===== config.mk =====
export PLATFORM = sky130hd
export DESIGN_NAME = spi_slv_regif
export DESIGN_NICKNAME = d
export VERILOG_FILES = /design/src/rtl/spi_slv_pkg.sv /design/src/rtl/spi_slv_sync.sv /design/src/rtl/spi_slv_regif.sv
export SDC_FILE = /design/constraint.sdc
export NUM_CORES = 1
export LEC_CHECK = 0
export CAP_MARGIN = 20
export CORE_MARGIN = 3
export CORE_UTILIZATION = 30
export DETAILED_ROUTE_END_ITERATION = 8
export PLACE_DENSITY = 0.54
export SETUP_SLACK_MARGIN = 0.02
export SLEW_MARGIN = 25
export SYNTH_ARGS = -nofsm -noshare
export SYNTH_HDL_FRONTEND = slang
export SYNTH_HIERARCHICAL = 1
export SYNTH_SLANG_ARGS = --single-unit

===== constraint.sdc =====
create_clock -name clk_i -period 3.3 [get_ports clk_i]
set_input_delay 0.33 -clock clk_i [delete_from_list [all_inputs] [get_ports clk_i]]
set_output_delay 0.33 -clock clk_i [all_outputs]
set_load 0.01 [all_outputs]

===== src/rtl/spi_slv_pkg.sv =====
// Shared constants for the SPI responder register interface:
// command bytes and FSM state encoding.
package spi_slv_pkg;

  localparam logic [7:0] CMD_WR = 8'h80;
  localparam logic [7:0] CMD_RD = 8'h40;

  localparam logic [2:0] ST_IDLE   = 3'd0;
  localparam logic [2:0] ST_CMD    = 3'd1;
  localparam logic [2:0] ST_ADDR   = 3'd2;
  localparam logic [2:0] ST_WDATA  = 3'd3;
  localparam logic [2:0] ST_RDATA  = 3'd4;
  localparam logic [2:0] ST_IGNORE = 3'd5;

endpackage


===== src/rtl/spi_slv_sync.sv =====
// Multi-flop synchronizer for one SPI pin plus a rise/fall edge detector
// on the synchronized level.
module spi_slv_sync #(
  parameter int   SYNC_STAGES = 2,
  parameter logic RST_VAL     = 1'b0
) (
  input  logic clk_i,
  input  logic rst_i,
  input  logic d_i,
  output logic q_o,
  output logic rise_o,
  output logic fall_o
);

  logic [SYNC_STAGES-1:0] sync_q, sync_d;
  logic                   prev_q, prev_d;

  always_comb begin
    sync_d = {sync_q[SYNC_STAGES-2:0], d_i};
    prev_d = sync_q[SYNC_STAGES-1];
  end

  always_ff @(posedge clk_i) begin
    if (rst_i) begin
      sync_q <= {SYNC_STAGES{RST_VAL}};
      prev_q <= RST_VAL;
    end else begin
      sync_q <= sync_d;
      prev_q <= prev_d;
    end
  end

  assign q_o    = sync_q[SYNC_STAGES-1];
  assign rise_o = q_o & ~prev_q;
  assign fall_o = ~q_o & prev_q;

endmodule


===== src/rtl/spi_slv_regif.sv =====
// SPI mode-0 responder giving an external master byte-addressed access to a
// register file; all SPI pins are oversampled in the clk_i domain.
module spi_slv_regif
  import spi_slv_pkg::*;
#(
  parameter int ADDR_W      = 8,
  parameter int SYNC_STAGES = 2
) (
  input  logic              clk_i,
  input  logic              rst_i,
  input  logic              spi_sck_i,
  input  logic              spi_csn_i,
  input  logic              spi_mosi_i,
  output logic              spi_miso_o,
  output logic              spi_miso_oe_o,
  output logic [ADDR_W-1:0] reg_addr_o,
  output logic [7:0]        reg_wdata_o,
  output logic              reg_we_o,
  output logic              reg_re_o,
  input  logic [7:0]        reg_rdata_i,
  output logic              busy_o
);

  localparam logic [2:0] SETTLE_MAX = 3'(SYNC_STAGES + 1);

  logic sck_s, sck_rise, sck_fall;
  logic csn_s, csn_rise, csn_fall;
  logic mosi_s, mosi_rise_unused, mosi_fall_unused;

  spi_slv_sync #(.SYNC_STAGES(SYNC_STAGES), .RST_VAL(1'b0)) u_sync_sck (
    .clk_i(clk_i), .rst_i(rst_i), .d_i(spi_sck_i),
    .q_o(sck_s), .rise_o(sck_rise), .fall_o(sck_fall)
  );
  spi_slv_sync #(.SYNC_STAGES(SYNC_STAGES), .RST_VAL(1'b1)) u_sync_csn (
    .clk_i(clk_i), .rst_i(rst_i), .d_i(spi_csn_i),
    .q_o(csn_s), .rise_o(csn_rise), .fall_o(csn_fall)
  );
  spi_slv_sync #(.SYNC_STAGES(SYNC_STAGES), .RST_VAL(1'b0)) u_sync_mosi (
    .clk_i(clk_i), .rst_i(rst_i), .d_i(spi_mosi_i),
    .q_o(mosi_s), .rise_o(mosi_rise_unused), .fall_o(mosi_fall_unused)
  );

  logic [2:0]        state_q, state_d;
  logic [2:0]        bit_cnt_q, bit_cnt_d;
  logic [7:0]        rx_q, rx_d;
  logic [7:0]        tx_q, tx_d;
  logic [ADDR_W-1:0] addr_q, addr_d;
  logic [7:0]        wdata_q, wdata_d;
  logic              rd_q, rd_d;
  logic              we_q, we_d;
  logic              re_q, re_d;
  logic              re_dly_q, re_dly_d;
  logic              inc_q, inc_d;
  logic [2:0]        settle_q, settle_d;

  logic       settled, cs_assert, cs_deassert, byte_done, rd_active;
  logic [7:0] rx_next;

  // A csn fall produced only by the synchronizer refilling after reset is
  // not a real assertion; edges count once the pipeline holds live samples.
  assign settled     = (settle_q == SETTLE_MAX);
  assign cs_assert   = csn_fall & settled;
  assign cs_deassert = csn_rise;
  assign byte_done   = sck_rise & (bit_cnt_q == 3'd7);
  assign rx_next     = {rx_q[6:0], mosi_s};

  always_comb begin
    state_d   = state_q;
    bit_cnt_d = bit_cnt_q;
    rx_d      = rx_q;
    tx_d      = tx_q;
    addr_d    = addr_q;
    wdata_d   = wdata_q;
    rd_d      = rd_q;
    we_d      = 1'b0;
    re_d      = 1'b0;
    inc_d     = 1'b0;
    re_dly_d  = re_q;
    settle_d  = settled ? settle_q : settle_q + 3'd1;

    if (inc_q) addr_d = addr_q + ADDR_W'(1);
    if (sck_rise) begin
      rx_d      = rx_next;
      bit_cnt_d = bit_cnt_q + 3'd1;
    end
    // The fall right after a byte boundary must keep the freshly loaded MSB.
    if (sck_fall && (bit_cnt_q != 3'd0)) tx_d = {tx_q[6:0], 1'b0};
    if (re_dly_q && (state_q == ST_RDATA)) tx_d = reg_rdata_i;
    if (cs_assert) bit_cnt_d = 3'd0;

    if (cs_deassert) begin
      state_d   = ST_IDLE;
      bit_cnt_d = 3'd0;
      tx_d      = 8'h00;
    end else begin
      case (state_q)
        ST_IDLE:   if (cs_assert) state_d = ST_CMD;
        ST_CMD: begin
          if (byte_done) begin
            if (rx_next == CMD_WR) begin
              rd_d    = 1'b0;
              state_d = ST_ADDR;
            end else if (rx_next == CMD_RD) begin
              rd_d    = 1'b1;
              state_d = ST_ADDR;
            end else begin
              state_d = ST_IGNORE;
            end
          end
        end
        ST_ADDR: begin
          if (byte_done) begin
            addr_d = rx_next[ADDR_W-1:0];
            if (rd_q) begin
              re_d    = 1'b1;
              state_d = ST_RDATA;
            end else begin
              state_d = ST_WDATA;
            end
          end
        end
        ST_WDATA: begin
          if (byte_done) begin
            we_d    = 1'b1;
            wdata_d = rx_next;
            inc_d   = 1'b1;
          end
        end
        ST_RDATA: begin
          if (byte_done) begin
            addr_d = addr_q + ADDR_W'(1);
            re_d   = 1'b1;
          end
        end
        ST_IGNORE: state_d = ST_IGNORE;
        default:   state_d = ST_IDLE;
      endcase
    end
  end

  always_ff @(posedge clk_i) begin
    if (rst_i) begin
      state_q   <= ST_IDLE;
      bit_cnt_q <= 3'd0;
      rx_q      <= 8'h00;
      tx_q      <= 8'h00;
      addr_q    <= '0;
      wdata_q   <= 8'h00;
      rd_q      <= 1'b0;
      we_q      <= 1'b0;
      re_q      <= 1'b0;
      re_dly_q  <= 1'b0;
      inc_q     <= 1'b0;
      settle_q  <= 3'd0;
    end else begin
      state_q   <= state_d;
      bit_cnt_q <= bit_cnt_d;
      rx_q      <= rx_d;
      tx_q      <= tx_d;
      addr_q    <= addr_d;
      wdata_q   <= wdata_d;
      rd_q      <= rd_d;
      we_q      <= we_d;
      re_q      <= re_d;
      re_dly_q  <= re_dly_d;
      inc_q     <= inc_d;
      settle_q  <= settle_d;
    end
  end

  assign rd_active     = (state_q == ST_RDATA) & ~csn_s;
  assign spi_miso_oe_o = rd_active;
  assign spi_miso_o    = rd_active & tx_q[7];
  assign reg_addr_o    = addr_q;
  assign reg_wdata_o   = wdata_q;
  assign reg_we_o      = we_q;
  assign reg_re_o      = re_q;
  assign busy_o        = ~csn_s;

endmodule


# After elaboration in Yosys (flattened, before gate mapping)
# Cells that the tools add are included.
op_classes:
  muxes: 20
  n_reduce_logical: 13
  n_bitwise: 15
  n_eq_ne: 12
  add_sub_neg: 3
ops:
  columns: ["cell", "count"]
  rows:
  - ["$mux W8", 6]
  - ["$mux W3", 6]
  - ["$pmux W8 S2", 1]
  - ["$pmux W3 S5", 1]
  - ["$eq A3 B2 Y1 const B", 3]
  - ["$eq A3 B3 Y1 const B", 3]
  - ["$add A8 B1 Y8 const B", 1]
  - ["$and A1 B1 Y1", 8]
  - ["$eq A8 B7 Y1 const B", 1]
  - ["$eq A8 B8 Y1 const B", 1]
  - ["$reduce_and A4 Y1", 2]
  - ["$not A1 Y1", 7]
  - ["$add A3 B1 Y3 const B", 2]
  - ["$ne A2 B2 Y1 const B", 3]
  - ["$reduce_or A3 Y1", 2]
  - ["$mux W1", 5]
  - ["$reduce_bool A2 Y1", 2]
  - ["$reduce_or A2 Y1", 2]
  - ["$eq A3 B1 Y1 const B", 1]
  - ["$logic_not A3 Y1", 1]
  - ["$reduce_and A3 Y1", 1]
  - ["$reduce_bool A3 Y1", 1]
  - ["$logic_and A1 B1 Y1", 2]
  - ["$pmux W1 S2", 1]
word_totals:
  output_inout_bits: 21
  input_bits: 13
  elab_cells: 79
  ff_bits: 52

# Logic depth before layout (Yosys ltp)
depth:
  word_depth: 6
  depth_mapped: 7

# Hierarchy
# Netlist, hierarchy kept.
by_module_without_submodules:
  columns: ["mod", "n_inst", "seq_area_each_um2", "cells_per_inst", "area_each_um2"]
  rows:
  - ["spi_slv_regif", 1, 880.8, 272, 2361.0]
  - ["spi_slv_sync at u_sync_mosi ...", 2, 60.1, 8, 91.3]
  - ["spi_slv_sync at u_sync_csn", 1, 60.1, 8, 92.6]

# Worst setup path before layout
# OpenSTA, ideal clock, no wires.
synth_path:
  kind: "register to register"
  start: "register bit_cnt_q[0]"
  end: "register rd_q"
  stages_incl_launch_ff: 7
  t_arrival_ns: 1.576
  n_path_buf: 1
  setup_slack_ns: 1.603
  path_cell_list: "dfxtp_1 > ha_1 > ha_1 > nand2_1 > buf_2 > or3_1 > o311a_1"
synth_between:
  elab_chain_len: 3
synth_rtl:
  columns: ["item", "line_no", "source"]
  rows:
  - ["start, declared", "spi_slv_regif.sv:44", "logic [2:0] bit_cnt_q, bit_cnt_d;"]
  - ["start signal, assigned", "spi_slv_regif.sv:157", "bit_cnt_q <= bit_cnt_d;"]
  - ["$eq A3 B3 Y1", "spi_slv_regif.sv:64", "assign byte_done = sck_rise & (bit_cnt_q == 3'd7);"]
  - ["$and A1 B1 Y1", "spi_slv_regif.sv:64", null]
  - ["$reduce_and A4 Y1 (no source line)", null, null]
  - ["end signal, assigned", "spi_slv_regif.sv:162", "rd_q <= rd_d;"]
  - ["end, declared", "spi_slv_regif.sv:49", "logic rd_q, rd_d;"]
# Every way passes these cells.
# A chain may end at the register's enable or synchronous reset.

# Worst setup path in the final report
layout_path:
  start: "register state_q[2]"
  end: "output spi_miso_o"
layout_between:
  elab_chain_len: 3
layout_rtl:
  columns: ["item", "line_no", "source"]
  rows:
  - ["start, declared", "spi_slv_regif.sv:43", "logic [2:0] state_q, state_d;"]
  - ["start signal, assigned", "spi_slv_regif.sv:156", "state_q <= state_d;"]
  - ["$eq A3 B3 Y1", "spi_slv_regif.sv:171", "assign rd_active = (state_q == ST_RDATA) & ~csn_s;"]
  - ["$and A1 B1 Y1", "spi_slv_regif.sv:171", null]
  - ["$and A1 B1 Y1", "spi_slv_regif.sv:173", "assign spi_miso_o = rd_active & tx_q[7];"]
  - ["end, declared", "spi_slv_regif.sv:14", "output logic spi_miso_o,"]
# Every way passes these cells.

==> impl_metrics.py <==
metrics = {
    "status": {
        "outcome": "finished clean",
    },
    "synth": {
        "syn_inst": 292,
        "yosysWarnings": 6,
        "syn_avg_cell_area_sq_um": 8.90,
        "syn_area_sq_um": 2600,
        "synth_nets": 311,
    },
    "global_routing": {
        "grt_overflow": 0,
        "grt_pass1_wl_mm": 10.1,
        "grt_pass1_vias": 2016,
        "grt_max_degree": 28,
        "track_usage": 0.126,
        "antenna_found_initial": 0,
    },
    "worst_setup_path": {
        "critPathMaxFanout": 11,
        "criticalPathCategory": "reg2out",
        "worstSetupEndpointType": "output pin",
        "arrival_ps": 2060,
        "worstSetupStartpointType": "flip-flop",
        "cp_data_required_time_ps": 2970,
    },
    "finish": {
        "drive_gt1_frac": 0.0506,
        "area_growth_pct": 18.3,
        "fin_nets": 334,
        "layout_commonest_cell": "dfxtp_1",
        "diodes": 0,
        "layout_common_cells": "dfxtp_1 (52), nor2_1 (41), clkdlybuf4s50_1 (33)",
        "postLayoutCoreUtil": 0.370,
    },
    "cts": {
        "post-cts-setup-buffers": 0,
        "h-tree-depth": 2,
        "clockBufferDepth": 2,
        "cts_resized": 0,
        "cts-buffers-inserted": 5,
        "clock_sinks": 52,
        "insertion_delay_ps": 310,
        "cts-hold-fix-buffers": 0,
        "cts_tree": "yes",
        "clk_pin_slew_ps": 100,
        "cts_root_buffer": "clkbuf_8",
    },
    "floorplanning": {
        "die_x_um": 99.1,
        "start_util": 0.313,
        "num_rows": 33,
        "die_area_sq_um": 9810,
        "dieHeight_um": 99.1,
        "core_area_sq_um": 8300,
        "io_pins": 34,
    },
    "timing": {
        "post-route-period-util": 0.725,
        "rsz0062_at_grt": "false",
        "tns_ps": 0,
        "relSlewSlack": 0.605,
        "worstMarginPinSlew_ps": 592,
        "period_needed_ps": 2390,
        "hold_viol_final": 0,
        "final_max_slew_viol_count": 0,
        "finalSetupViolCount": 0,
        "max_freq_ghz": 0.418,
        "finClkSkew_ps": 5.50,
        "setup_ws_ps": 908,
    },
    "route": {
        "vias": 2113,
        "drc_errors": 0,
        "drt_iter0_markers": 73,
        "routed_via_density": 5.02,
        "dr.pass1.iters": 4,
        "drt_wl_total_mm": 5.80,
        "wire_per_inst_um": 13.8,
        "antenna_left": 0,
    },
    "place": {
        "io_buffers": 33,
        "routabilityCongestion": 0.809,
        "pre_cts_ws_ps": 1210,
        "dp.final_hpwl_mm": 4.17,
    },
    "pwr": {
        "peakVddDrop_mv": 0.198,
        "leakage_uw": 0.00120,
        "cellPowerDensity_nw_per_um2": 357,
    },
    "min_path": {
        "hold_path_class": "reg2reg",
    },
    "flow_run": {
        "maxCapViolations": 0,
    },
}
## critical path: stages (launching register included)
cell             delay, ps
dfxtp_1                550
nand2b_1               260
nor3_1                 260
and2_1                 160
clkdlybuf4s50_1        530
## layer usage
layer | up-vias | wire length (um) | global-route usage
met1 | 979 | 2940 | 0.182
met4 | 0 | 61 | 0.0410
met5 | - | 0 | 0
met2 | 39 | 2570 | 0.183
met3 | 6 | 228 | 0.0276
li1 | 1089 | - | -
## area by class of cell
type,instances,area (sq um)
clock buffers,5,68.8
clock inverters,3,22.5
fillers,830,5230
inverters,8,30.0
multi-input cells,213,1430
flip-flops and latches,52,1040
well taps,105,131
repair buffers,35,345
## worst paths after layout
path | from | endpoint | slack (ps) | cells past startpoint
worst max register to register | bit_cnt_q[0] | state_q[2] | 1340 | 6
worst min register to register | u_sync_csn/sync_q[0] | u_sync_csn/sync_q[1] | 410 | 1
worst min-delay path | u_sync_csn/sync_q[0] | u_sync_csn/sync_q[1] | 410 | 1
worst max-delay path | state_q[2] | spi_miso_o | 910 | 4
## flip-flops by register name, indices dropped and copies added, names as in the netlist, 2 cells and up
signal and cells:
bit_cnt_q 3, reg_addr_o 8, reg_wdata_o 8, rx_q 7, settle_q 3, state_q 3
tx_q 8, u_sync_csn/sync_q 2, u_sync_mosi/sync_q 2, u_sync_sck/sync_q 2
## per-stage QoR
step	cell area (sq um)	power, uW	hold WS, ps	cells
floorplan	2600	709	383	292
global placement	2980	736	389	413
detailed placement	2980	738	387	413
CTS	3070	1120	413	421
global route	3070	1160	437	421
finish	3070	1100	410	421
## where the power goes
group          internal, uW  total, uW  switching, uW
Clock                   153        376            223
Combinational          36.8       73.7           37.0
Sequential              640        648           8.11
Note: power is estimated with default switching activity, not from simulation.
